<file path="config.mk">
export PLATFORM = sky130hd
export DESIGN_NAME = alu_cmd_initiator
export DESIGN_NICKNAME = d
export VERILOG_FILES = /design/src/rtl/alu_cmd_initiator.sv
export SDC_FILE = /design/constraint.sdc
export NUM_CORES = 1
export LEC_CHECK = 0
export ABC_AREA = 0
export CORE_UTILIZATION = 46
export CTS_CLUSTER_SIZE = 20
export DETAILED_ROUTE_END_ITERATION = 6
export PLACE_DENSITY = 0.8
export SLEW_MARGIN = 25
export SYNTH_ARGS = -nofsm -noshare
export SYNTH_HDL_FRONTEND = slang
export SYNTH_SLANG_ARGS = --single-unit
</file>
<file path="constraint.sdc">
create_clock -name clk -period 2.82 [get_ports clk]
set_input_delay 0.564 -clock clk [delete_from_list [all_inputs] [get_ports clk]]
set_output_delay 0.564 -clock clk [all_outputs]
set_load 0.03 [all_outputs]
</file>
<file path="src/rtl/alu_cmd_initiator.sv">
// alu_cmd_initiator
// Initiator-side partner of the alu block. It accepts one command at a time
// on a valid/ready port and drives the operands and opcode onto the alu.
// It holds those inputs stable while the alu pipeline settles, then
// captures the result and flags. The captured values are returned on a
// valid/ready response port. The block also keeps saturating counts of
// completed operations and of operations that returned an error.
//
// Ports
//   clk            sole clock, rising edge
//   rst_n          synchronous reset, ACTIVE-HIGH despite its name
//   cmd_valid_i    upstream command valid
//   cmd_ready_o    command accepted when high (state IDLE)
//   cmd_a_i/b_i    operands
//   cmd_op_i       opcode, passed through uninterpreted
//   alu_a_o/b_o    registered operands to the alu
//   alu_op_o       registered opcode to the alu
//   alu_*_i        result and flags from the alu
//   rsp_valid_o    response valid (held until rsp_ready_i)
//   rsp_ready_i    downstream accepts the response
//   rsp_*_o        captured result and flags
//   busy_o         high whenever the FSM is not IDLE
//   cmd_cnt_o      saturating completed-operation count
//   err_cnt_o      saturating count of captures with the error flag set
module alu_cmd_initiator #(
  parameter int DATA_W  = 8,
  parameter int OP_W    = 3,
  parameter int ALU_LAT = 1,
  parameter int CNT_W   = 16
) (
  input  logic              clk,
  input  logic              rst_n,
  input  logic              cmd_valid_i,
  output logic              cmd_ready_o,
  input  logic [DATA_W-1:0] cmd_a_i,
  input  logic [DATA_W-1:0] cmd_b_i,
  input  logic [OP_W-1:0]   cmd_op_i,
  output logic [DATA_W-1:0] alu_a_o,
  output logic [DATA_W-1:0] alu_b_o,
  output logic [OP_W-1:0]   alu_op_o,
  input  logic [DATA_W-1:0] alu_result_i,
  input  logic              alu_zero_i,
  input  logic              alu_carry_i,
  input  logic              alu_error_i,
  output logic              rsp_valid_o,
  input  logic              rsp_ready_i,
  output logic [DATA_W-1:0] rsp_result_o,
  output logic              rsp_zero_o,
  output logic              rsp_carry_o,
  output logic              rsp_error_o,
  output logic              busy_o,
  output logic [CNT_W-1:0]  cmd_cnt_o,
  output logic [CNT_W-1:0]  err_cnt_o
);

  typedef enum logic [1:0] {
    IDLE = 2'd0,
    WAIT = 2'd1,
    RESP = 2'd2
  } state_t;

  localparam logic [CNT_W-1:0] CNT_MAX = {CNT_W{1'b1}};
  localparam logic [CNT_W-1:0] CNT_ONE = {{(CNT_W-1){1'b0}}, 1'b1};
  localparam logic [2:0]       LAT_LD  = 3'(ALU_LAT);

  state_t            state_r;
  logic [2:0]        wait_cnt_r;
  logic [DATA_W-1:0] alu_a_r;
  logic [DATA_W-1:0] alu_b_r;
  logic [OP_W-1:0]   alu_op_r;
  logic              rsp_valid_r;
  logic [DATA_W-1:0] rsp_result_r;
  logic              rsp_zero_r;
  logic              rsp_carry_r;
  logic              rsp_error_r;
  logic [CNT_W-1:0]  cmd_cnt_r;
  logic [CNT_W-1:0]  err_cnt_r;

  // Control FSM: command load, latency wait, capture, response handshake.
  always_ff @(posedge clk) begin
    if (rst_n) begin
      state_r      <= IDLE;
      wait_cnt_r   <= 3'd0;
      alu_a_r      <= {DATA_W{1'b0}};
      alu_b_r      <= {DATA_W{1'b0}};
      alu_op_r     <= {OP_W{1'b0}};
      rsp_valid_r  <= 1'b0;
      rsp_result_r <= {DATA_W{1'b0}};
      rsp_zero_r   <= 1'b0;
      rsp_carry_r  <= 1'b0;
      rsp_error_r  <= 1'b0;
      cmd_cnt_r    <= {CNT_W{1'b0}};
      err_cnt_r    <= {CNT_W{1'b0}};
    end else begin
      case (state_r)
        IDLE: begin
          if (cmd_valid_i) begin
            // alu inputs change only here, so they stay stable until the
            // next accepted command.
            alu_a_r    <= cmd_a_i;
            alu_b_r    <= cmd_b_i;
            alu_op_r   <= cmd_op_i;
            wait_cnt_r <= LAT_LD;
            state_r    <= WAIT;
          end else begin
            state_r <= IDLE;
          end
        end
        WAIT: begin
          // A count of 0 means the alu output now reflects the operands
          // loaded ALU_LAT+1 edges ago.
          if (wait_cnt_r == 3'd0) begin
            rsp_result_r <= alu_result_i;
            rsp_zero_r   <= alu_zero_i;
            rsp_carry_r  <= alu_carry_i;
            rsp_error_r  <= alu_error_i;
            rsp_valid_r  <= 1'b1;
            if (cmd_cnt_r != CNT_MAX) begin
              cmd_cnt_r <= cmd_cnt_r + CNT_ONE;
            end else begin
              cmd_cnt_r <= cmd_cnt_r;
            end
            if (alu_error_i && (err_cnt_r != CNT_MAX)) begin
              err_cnt_r <= err_cnt_r + CNT_ONE;
            end else begin
              err_cnt_r <= err_cnt_r;
            end
            state_r <= RESP;
          end else begin
            wait_cnt_r <= wait_cnt_r - 3'd1;
            state_r    <= WAIT;
          end
        end
        RESP: begin
          if (rsp_ready_i) begin
            rsp_valid_r <= 1'b0;
            state_r     <= IDLE;
          end else begin
            state_r <= RESP;
          end
        end
        default: begin
          state_r     <= IDLE;
          rsp_valid_r <= 1'b0;
        end
      endcase
    end
  end

  assign cmd_ready_o  = (state_r == IDLE);
  assign busy_o       = (state_r != IDLE);
  assign alu_a_o      = alu_a_r;
  assign alu_b_o      = alu_b_r;
  assign alu_op_o     = alu_op_r;
  assign rsp_valid_o  = rsp_valid_r;
  assign rsp_result_o = rsp_result_r;
  assign rsp_zero_o   = rsp_zero_r;
  assign rsp_carry_o  = rsp_carry_r;
  assign rsp_error_o  = rsp_error_r;
  assign cmd_cnt_o    = cmd_cnt_r;
  assign err_cnt_o    = err_cnt_r;

endmodule

</file>
* Word-level counts from Yosys, hierarchy flattened *
Cells that the tools add are included.

storage, ports and cells
  flip-flop bits (word level) = 68
  input bits = 34
  output and inout port bits = 65
  word-level logic and storage cells = 45

operators by class
  add/sub/neg operators = 3
  equal/unequal tests = 8
  multiplexer cells = 10
  bitwise operators = 1
  reductions and logical operators = 11

operators by type and width
  cell                                               number
  adder 16 x 1 -> 16 bit (second input constant)     2
  != test 16 bit (second input constant)             2
  AND reduction 3 bit                                4
  != test 2 bit (second input constant)              4
  two-way mux 3 bit                                  2
  case mux 2 bit (3 select lines)                    1
  case mux 3 bit (2 select lines)                    1
  two-way mux 2 bit                                  2
  AND reduction 2 bit                                2
  nonzero test 2 bit                                 2
  zero test 3 bit                                    1
  two-way mux 1 bit                                  3
  case mux 1 bit (3 select lines)                    1
  subtractor 3 x 1 -> 3 bit (second input constant)  1
  == test 2 x 1 -> 1 bit (second input constant)     1
  == test 2 bit (second input constant)              1
  zero test 2 bit                                    1
  logical AND 1 bit                                  1
  NOT 1 bit                                          1

* Depth between registers and ports, before layout *
Gate-level depths: netlist of the first run.

  word-level depth = 3
  depth in mapped cells = 9
  depth with buffers taken out = 7

* Worst setup path before layout of the first run *
OpenSTA, ideal clock, no wires.

  kind = reg-to-reg
  start = register wait_cnt_r[0]
  end = register cmd_cnt_r[15], in the netlist cmd_cnt_o[15]
  library setup time = 0.070 ns
  arrival = 2.115 ns
  required time = 2.750 ns
  path slack = 0.634 ns
  cell stages (with the launch flop) = 9
  path buffers = 1
  clock period less this slack = 2.186 ns
  cells stage by stage = dfxtp_1 inv_1 ha_1 ha_1 nand3b_2 or4_1 buf_2 or4_1 a21oi_1

between the ends
  word-level cells in the longest chain between the ends = 2

RTL lines
  item                                  line  RTL
  from (decl)                           67    logic [2:0] wait_cnt_r;
  from (signal assigned)                130   wait_cnt_r <= wait_cnt_r - 3'd1;
  zero test 3 bit                       112   if (wait_cnt_r == 3'd0) begin
  AND reduction 3 bit (no source line)  --
  to (signal assigned)                  92    cmd_cnt_r <= {CNT_W{1'b0}};
  to (signal assigned)                  119   cmd_cnt_r <= cmd_cnt_r + CNT_ONE;
  to (signal assigned)                  121   cmd_cnt_r <= cmd_cnt_r;
  to (decl)                             76    logic [CNT_W-1:0] cmd_cnt_r;

Every way passes these cells.
A chain may end at the register's enable or synchronous reset.

* Worst setup path in the final report of the first run *
  start = register state_r[0]
  end = output busy_o

between the ends
  word-level cells in the longest chain between the ends = 1

RTL lines
  item                    line  RTL
  from (decl)             66    state_t state_r;
  from (signal assigned)  82    state_r <= IDLE;
  from (signal assigned)  104   state_r <= WAIT;
  from (signal assigned)  106   state_r <= IDLE;
  nonzero test 2 bit      151   assign busy_o = (state_r != IDLE);
  to (decl)               51    output logic busy_o,

Every way passes these cells.

==> results of run 1 <==
## cells in the mapped netlist, types with 3 or more instances
cell,number
sky130_fd_sc_hd__a21oi_1,54
sky130_fd_sc_hd__and3_1,5
sky130_fd_sc_hd__and4_1,3
sky130_fd_sc_hd__and4b_1,3
sky130_fd_sc_hd__buf_1,3
sky130_fd_sc_hd__buf_2,3
sky130_fd_sc_hd__clkbuf_1,15
sky130_fd_sc_hd__dfxtp_1,68
sky130_fd_sc_hd__ha_1,4
sky130_fd_sc_hd__inv_1,8
sky130_fd_sc_hd__mux2_2,5
sky130_fd_sc_hd__nand2_1,72
sky130_fd_sc_hd__nand3_1,6
sky130_fd_sc_hd__nand4_1,11
sky130_fd_sc_hd__nor2_1,14
sky130_fd_sc_hd__nor2b_1,5
sky130_fd_sc_hd__nor3_1,8
sky130_fd_sc_hd__nor4_1,4
sky130_fd_sc_hd__o21ai_0,14
sky130_fd_sc_hd__o31ai_1,10
sky130_fd_sc_hd__o41ai_1,3
sky130_fd_sc_hd__or3_1,11
sky130_fd_sc_hd__or4_1,10
## routing by layer
layer | GRT usage (%) | up-vias
li1 | - | 1503
met1 | 26.8 | 1383
met2 | 39.8 | 92
met3 | 7.80 | 11
met4 | 10.0 | 0
met5 | 0 | -
## worst max-delay path: cells and delay by family (launching register included)
family                 cells  cell delay [ns]
buffers and inverters      2             0.74
DFF                        1             0.56
and+or+nand+nor            1             0.17
## registers in the layout, summed over array words and instances, names as in the netlist
signal / cells
rsp_error_o: 1
cmd_cnt_o: 16
alu_op_o: 3
rsp_result_o: 8
alu_b_o: 8
rsp_valid_o: 1
rsp_carry_o: 1
rsp_zero_o: 1
wait_cnt_r: 3
alu_a_o: 8
state_r: 2
err_cnt_o: 16
## through the flow
stage | power [mW] | setup slack [ns] | hold WS [ns] | utilization, %
floorplan | 1.26 | 0.634 | 0.478 | -
global placement | 1.41 | 0.634 | 0.441 | 66.0
detailed placement | 1.42 | 0.534 | 0.446 | 66.0
CTS | 2.16 | 0.452 | 0.454 | 69.1
global route | 2.24 | 0.347 | 0.483 | 69.1
finish | 2.14 | 0.457 | 0.453 | 69.1
## worst paths after layout
kind,startpoint,endpoint,cells after the start,slack [ns]
setup / recovery,state_r[0]$_SDFF_PP0_,busy_o,3,0.46
setup reg to reg,wait_cnt_r[0]$_SDFFE_PP0P_,cmd_cnt_o[15]$_SDFFE_PP0P_,7,0.50
hold reg to reg,alu_op_o[1]$_SDFFE_PP0N_,alu_op_o[1]$_SDFFE_PP0N_,2,0.45
hold / removal,alu_op_o[1]$_SDFFE_PP0N_,alu_op_o[1]$_SDFFE_PP0N_,2,0.45
## placed cells by master, fill, tap and decap left out, types with 4 or more instances in the layout
cell / instances
sky130_fd_sc_hd__nand2_1: 72
sky130_fd_sc_hd__inv_1: 8
sky130_fd_sc_hd__nor2b_1: 5
sky130_fd_sc_hd__mux2_2: 5
sky130_fd_sc_hd__clkdlybuf4s50_1: 97
sky130_fd_sc_hd__clkbuf_8: 13
sky130_fd_sc_hd__or3_1: 11
sky130_fd_sc_hd__nor3_1: 8
sky130_fd_sc_hd__o21ai_0: 14
sky130_fd_sc_hd__ha_1: 4
sky130_fd_sc_hd__dfxtp_1: 68
sky130_fd_sc_hd__o31ai_1: 10
sky130_fd_sc_hd__and3_1: 5
sky130_fd_sc_hd__buf_4: 5
sky130_fd_sc_hd__nand3_1: 6
sky130_fd_sc_hd__nor2_1: 14
sky130_fd_sc_hd__a21oi_1: 54
sky130_fd_sc_hd__nand4_1: 11
sky130_fd_sc_hd__or4_1: 10
## area by class of cell
class                      count  area, um^2
fill                         499        1870
multi-input combinational    267        1500
sequential                    68        1360
timing repair buffer         103        1010
clock buffer                  14         183
tap                           75        93.8
inverter                       8        30.0
clock inverter                 1        5.00
## logic make-up after synthesis
| group | synth area share, % |
|---|---|
| AOI/OAI and AO/OA | 18.0 |
| adders and majority gates | 1.68 |
| buffers and inverters | 3.79 |
| DFF | 45.8 |
| muxes | 2.57 |
| and+or+nand+nor | 28.1 |
## where the power goes
group | switching [mW] | internal [mW]
combinational | 0.207 | 0.157
sequential | 0.0290 | 1.00
clock | 0.339 | 0.410
total | 0.575 | 1.57
==> impl_summary.txt, run 1 <==
----------------------------------------------------
[Placed design]
  Total cell area at the placement stage ... 4000 um^2
  Total instance count after detailed placement ... 521
  HPWL Detailed ... 5.09 mm
  Number of port buffers ... 98
  Last weighted congestion value of the routability-driven placer ... 0.846

[Global route]
  Vias in the first global route ... 2724
  First-pass GRT wire length ... 12.1 mm
  Global-route congestion overflow total ... 0
  Antenna violations before repair ... 0
  Pin count of the biggest net entering global routing ... 39
  Total GRT Usage ... 23.4%

[Route]
  Length of the first detailed-routing pass in iterations ... 7
  Total detailed-routing wirelength ... 7.40 mm
  Antenna Nets Post-Route ... 0
  Detailed-route via count ... 2989
  Highest signal layer in the routed design ... met4
  Sum of met2 wire segment lengths after detailed routing ... 3.46 mm
  Number of remaining DRC errors ... 0
  Initial detailed-routing violation count ... 110
  Sum of met3 wire segment lengths after detailed routing ... 591 um
  Routed WL per cell ... 13.8 um
  Vias/cell ... 5.58
  M1 WL ... 3.22 mm

[Logic synthesis]
  Synth warn ... 0
  Largest cells by area after synthesis ... sky130_fd_sc_hd__dfxtp_1 46%, sky130_fd_sc_hd__a21oi_1 9.1%, sky130_fd_sc_hd__nand2_1 9.1%, sky130_fd_sc_hd__o31ai_1 2.5%, sky130_fd_sc_hd__or4_1 2.5%
  Number of distinct library cells after synthesis ... 40
  Number of flip-flops and latches in the synthesized netlist ... 68
  Cell type contributing the most total cell area after synthesis ... sky130_fd_sc_hd__dfxtp_1
  Post-Synthesis Mean Instance Area ... 8.16 um^2
  Post-Synthesis Net Count ... 402
  Register area share after synthesis ... 45.8%
  Post-synth top area share ... 45.8%
  Number of instances in the synthesized netlist ... 364
  Most used flip-flop cell after synthesis ... sky130_fd_sc_hd__dfxtp_1
  Number of flops mapped to enable cells by yosys ... 0
  Synth Cell Area ... 2970 um^2
  Async S/R FF share, synth ... 0%

[Power and ir drop]
  Max VDD drop ... 0.358 mV
  Static Leakage ... 1.44 nW
  Power density over the cells ... 511 nW/um^2

[Finish]
  Non-filler instance count after layout ... 536
  Area of all placed cells without fillers ... 4190 um^2
  Share of layout cells above drive strength 1 ... 6.29%
  Synth-to-Final Area Change ... 41.0%
  Number of nets in the finished design ... 495
  Antenna Cells ... 0

[Timing]
  RSZ-0062 raised after global routing ... false
  Peak clock frequency supported by timing ... 423 MHz
  Count of final max-slew check failures ... 0
  Setup skew after layout ... 0.00798 ns
  Pin slew with the least headroom to its limit ... 0.712 ns
  Part of the cycle the worst path needs ... 83.8%
  Finish-stage setup viols ... 0
  Crit path time final ... 2.36 ns
  TNS Setup ... 0 ns
  Remaining max-slew budget at the tightest pin ... 52.6%
  Final hold vios ... 0

[Setup path]
  Delay of the slowest critical-path stage ... 0.66 ns
  Library cell contributing the largest single delay on the critical path ... sky130_fd_sc_hd__clkdlybuf4s50_1
  Critical path cell sequence ... nor2_1 -> inv_1 -> clkdlybuf4s50_1
  Type of element capturing the critical path ... primary output
  Required time worst endpoint ... 2.26 ns
  Highest fanout seen on the critical path ... 12
  Startpoint class of the critical path ... flip-flop
  Worst setup path class ... flip-flop to primary output
  Data arrival time of the worst path ... 1.80 ns

[Clock tree]
  Number of levels the H-tree was split into ... 3
  Number of gates resized after CTS ... 0
  Clock-pin transition on the worst setup and hold timing paths ... 0.06 ns
  Setup bufs post-CTS ... 0
  Hold buffer count at CTS ... 0
  Maximum clock insertion buffer count ... 2
  TritonCTS clock tree ... yes
  CTS buffer count ... 9
  Clk root buf ... sky130_fd_sc_hd__clkbuf_8
  Worst-Skew Late Latency ... 0.34 ns
  Number of sinks handled by clock tree synthesis ... 68

[Die]
  Vertical die dimension ... 82.4 um
  DIE WIDTH ... 82.4 um
  Total Die Area ... 6790 um^2
  Core region area ... 6060 um^2
  Initial standard-cell utilization of the core ... 49.0%
  I/O pins ... 99
  Placement row count ... 28

[Run status]
  Status ... finished clean

[Flow run]
  Number of max-capacitance violations reported ... 0

[Worst hold path]
  Type of the tightest min-delay check ... flip-flop to flip-flop

----------------------------------------------------
(Power assumes the default switching activity.)
==> inputs of run 2 (changes only) <==
==> constraint.sdc (replaced) <==
create_clock -name clk -period 2.3 [get_ports clk]
set_input_delay 0.46 -clock clk [delete_from_list [all_inputs] [get_ports clk]]
set_output_delay 0.46 -clock clk [all_outputs]
set_load 0.03 [all_outputs]
==> run 2 against run 1 <==
Against the previous run: die area unchanged; highest routed layer unchanged; combinational power increased by 27%; via count increased by 3.6%; wire length up 5.4%; final area grew 2.8%.
==> impl_summary.txt, run 2 (synthesis gave the netlist of run 1 again) <==
----------------------------------------------------
[Clock tree]
  Maximum clock insertion buffer count ... 2 (unchanged)
  CTS buffer count ... 9 (unchanged)
  Number of sinks handled by clock tree synthesis ... 68 (unchanged)
  Setup bufs post-CTS ... 0 (unchanged)
  Number of levels the H-tree was split into ... 3 (unchanged)
  Clk root buf ... sky130_fd_sc_hd__clkbuf_8
  TritonCTS clock tree ... yes
  Hold buffer count at CTS ... 0 (unchanged)
  Clock-pin transition on the worst setup and hold timing paths ... 0.07 ns (about the same)
  Worst-Skew Late Latency ... 0.35 ns (about the same)

[Global route]
  Antenna violations before repair ... 0 (unchanged)
  Global-route congestion overflow total ... 0 (unchanged)
  Pin count of the biggest net entering global routing ... 32 (-18%)
  First-pass GRT wire length ... 12.4 mm (+2.2%)
  Vias in the first global route ... 2747 (+0.84%)
  Total GRT Usage ... 23.8% (+0.37 points)

[Power and ir drop]
  Fraction of power consumed by sequential logic ... 42.8% (-5.3 points)
  Power share of the clock group ... 41.5% (+6.5 points)
  Psw ... 0.766 mW (+33%)
  Static Leakage ... 1.51 nW (+5.1%)
  Overall power ... 2.94 mW (+37%)
  Net switching fraction of the power ... 26.0% (-0.80 points)
  Part of the power in combinational logic ... 15.7% (-1.2 points)
  Max VDD drop ... 0.522 mV (+46%)
  Power density over the cells ... 683 nW/um^2 (+34%)
  Internal Pwr Total ... 2.18 mW (+39%)

[Setup path]
  Startpoint class of the critical path ... flip-flop
  Required time worst endpoint ... 2.58 ns (+0.32 ns)
  Highest fanout seen on the critical path ... 7 (-5)
  Crit path top cell by count ... sky130_fd_sc_hd__ha_1
  Delay-heaviest family, CP ... simple AND/OR/NAND/NOR gates
  Worst setup path class ... flip-flop to flip-flop
  Type of element capturing the critical path ... flip-flop
  Worst reg2reg path startpoint ... wait_cnt_r[0]$_SDFFE_PP0P_
  Critical path cell sequence ... inv_1 -> ha_1 -> ha_1 -> nand3b_2 -> or4_4 -> or4_1 -> a21oi_1
  Delay of the slowest critical-path stage ... 0.59 ns (-0.07 ns)
  Reg-to-reg setup timing slack ... 0.19 ns (-0.31 ns)
  Data arrival time of the worst path ... 2.38 ns (+0.58 ns)
  Library cell contributing the largest single delay on the critical path ... sky130_fd_sc_hd__or4_4
  Crit path buffers/inverters ... 1 (-1)
  Crit path from ... wait_cnt_r[0]$_SDFFE_PP0P_

[Placed design]
  Number of port buffers ... 98 (unchanged)
  HPWL Detailed ... 5.53 mm (+8.6%)
  Last weighted congestion value of the routability-driven placer ... 0.849 (+0.26%)
  Total instance count after detailed placement ... 528 (+1.3%)

[Timing]
  Count of final max-slew check failures ... 0 (unchanged)
  Remaining max-slew budget at the tightest pin ... 59.6% (+7.0 points)
  TNS Setup ... 0 ns (unchanged)
  Pin slew with the least headroom to its limit ... 0.605 ns (-0.107 ns)
  Setup skew after layout ... 0.00598 ns (-0.00200 ns)
  Peak clock frequency supported by timing ... 475 MHz
  Part of the cycle the worst path needs ... 91.6%
  Crit path time final ... 2.11 ns
  Final hold vios ... 0 (unchanged)
  RSZ-0062 raised after global routing ... false
  Finish-stage setup viols ... 0 (unchanged)

[Finish]
  Synth-to-Final Area Change ... 45.0%
  Most common library cell in the layout ignoring fill and taps ... sky130_fd_sc_hd__clkdlybuf4s50_1
  Share of layout cells above drive strength 1 ... 8.32% (+2.0 points)
  Number of nets in the finished design ... 502 (+1.4%)
  Non-filler instance count after layout ... 544 (+1.5%)
  Fillcell total ... 495 (-0.80%)
  Antenna Cells ... 0 (unchanged)
  Most used cells in the layout excluding fill and tap cells ... 95 x sky130_fd_sc_hd__clkdlybuf4s50_1, 72 x sky130_fd_sc_hd__nand2_1, 68 x sky130_fd_sc_hd__dfxtp_1, 54 x sky130_fd_sc_hd__a21oi_1
  Utilization after layout ... 71.1% (+2.0 points)

[Route]
  Routed WL per cell ... 14.3 um (+3.9%)
  Initial detailed-routing violation count ... 179 (+63%)
  Antenna Nets Post-Route ... 0 (unchanged)
  Number of remaining DRC errors ... 0 (unchanged)
  Length of the first detailed-routing pass in iterations ... 4 (-3)
  Total detailed-routing wirelength ... 7.80 mm (+5.4%)
  Vias/cell ... 5.69 (+2.1%)
  Detailed-route via count ... 3098 (+3.6%)

[Die]
  DIE WIDTH ... 82.4 um (unchanged)
  Initial standard-cell utilization of the core ... 49.0% (unchanged)
  Vertical die dimension ... 82.4 um (unchanged)
  I/O pins ... 99 (unchanged)
  Total Die Area ... 6790 um^2 (unchanged)
  Core region area ... 6060 um^2 (unchanged)
  Placement row count ... 28 (unchanged)

[Flow run]
  Number of max-capacitance violations reported ... 0 (unchanged)

[Worst hold path]
  Hold_sp ... alu_a_o[4]$_SDFFE_PP0N_
  Type of the tightest min-delay check ... flip-flop to flip-flop

[Run status]
  Status ... finished clean

----------------------------------------------------
run 2: cell count changes in the layout (fill, tap and decap cells not counted), sizes merged:
cell / change
clkinvlp: +1
buf: +7
bufinv: +3
clkbuf: -4
dlymetal6s2s: +1
dlygate4sd2: +1
clkinv: +1
clkdlybuf4s50: -2
run 2: area by class of cell:
| type | count | area, um^2 | area share, % |
|---|---|---|---|
| flip-flops and latches | 68 | 1360 | 31.6 |
| repair buffers | 110 | 1070 | 24.8 |
| inverters | 8 | 30.0 | 0.697 |
| multi-input cells | 267 | 1510 | 35.0 |
| clock inverters | 6 | 111 | 2.58 |
| well taps | 75 | 93.8 | 2.18 |
| clock buffers | 10 | 138 | 3.19 |
run 2: tightest hold or removal path, delay by kind of cell (launching register included):
family          cells  cell delay (ns)
simple gates        1             0.05
compound gates      1             0.05
flops               1             0.31
run 2: per-stage QoR:
stage,hold slack (ns),instance area [um^2],setup slack [ns]
3_5_place_dp,0.447,4060,0.0787
4_1_cts,0.458,4300,0.0643
6_report,0.456,4310,0.194
5_1_grt,0.469,4310,0.0251
3_3_place_gp,0.441,4060,0.229
2_1_floorplan,0.478,2970,0.114
run 2: final timing paths:
check,endpoint,cells past startpoint
max,cmd_cnt_o[15]$_SDFFE_PP0P_,7
min,alu_a_o[4]$_SDFFE_PP0N_,2
max reg2reg,cmd_cnt_o[15]$_SDFFE_PP0P_,7
min reg2reg,alu_a_o[4]$_SDFFE_PP0N_,2
run 2: per-layer routing:
| metal | GRT usage (%) | share of wire [%] | vias up |
|---|---|---|---|
| li1 | - | - | 1516 |
| met1 | 27.7 | 43 | 1452 |
| met2 | 38.2 | 46 | 114 |
| met3 | 10.2 | 8.6 | 16 |
| met4 | 9.82 | 2.2 | 0 |
| met5 | 0 | 0 | - |
run 2: power by group through the flow:
stage / Combinational [mW] / Sequential [mW] / Clock [mW]
floorplan: 0.177 / 1.37 / 0
CTS: 0.465 / 1.26 / 1.23
global placement: 0.454 / 1.28 / 0
finish: 0.462 / 1.26 / 1.22
global route: 0.501 / 1.27 / 1.29
detailed placement: 0.464 / 1.29 / 0
run 2: what timing repair did:
action	4_1_cts	5_1_grt
endpoints found under the hold margin	0	0
endpoints found under the setup margin	1	5
resized for setup	1	4
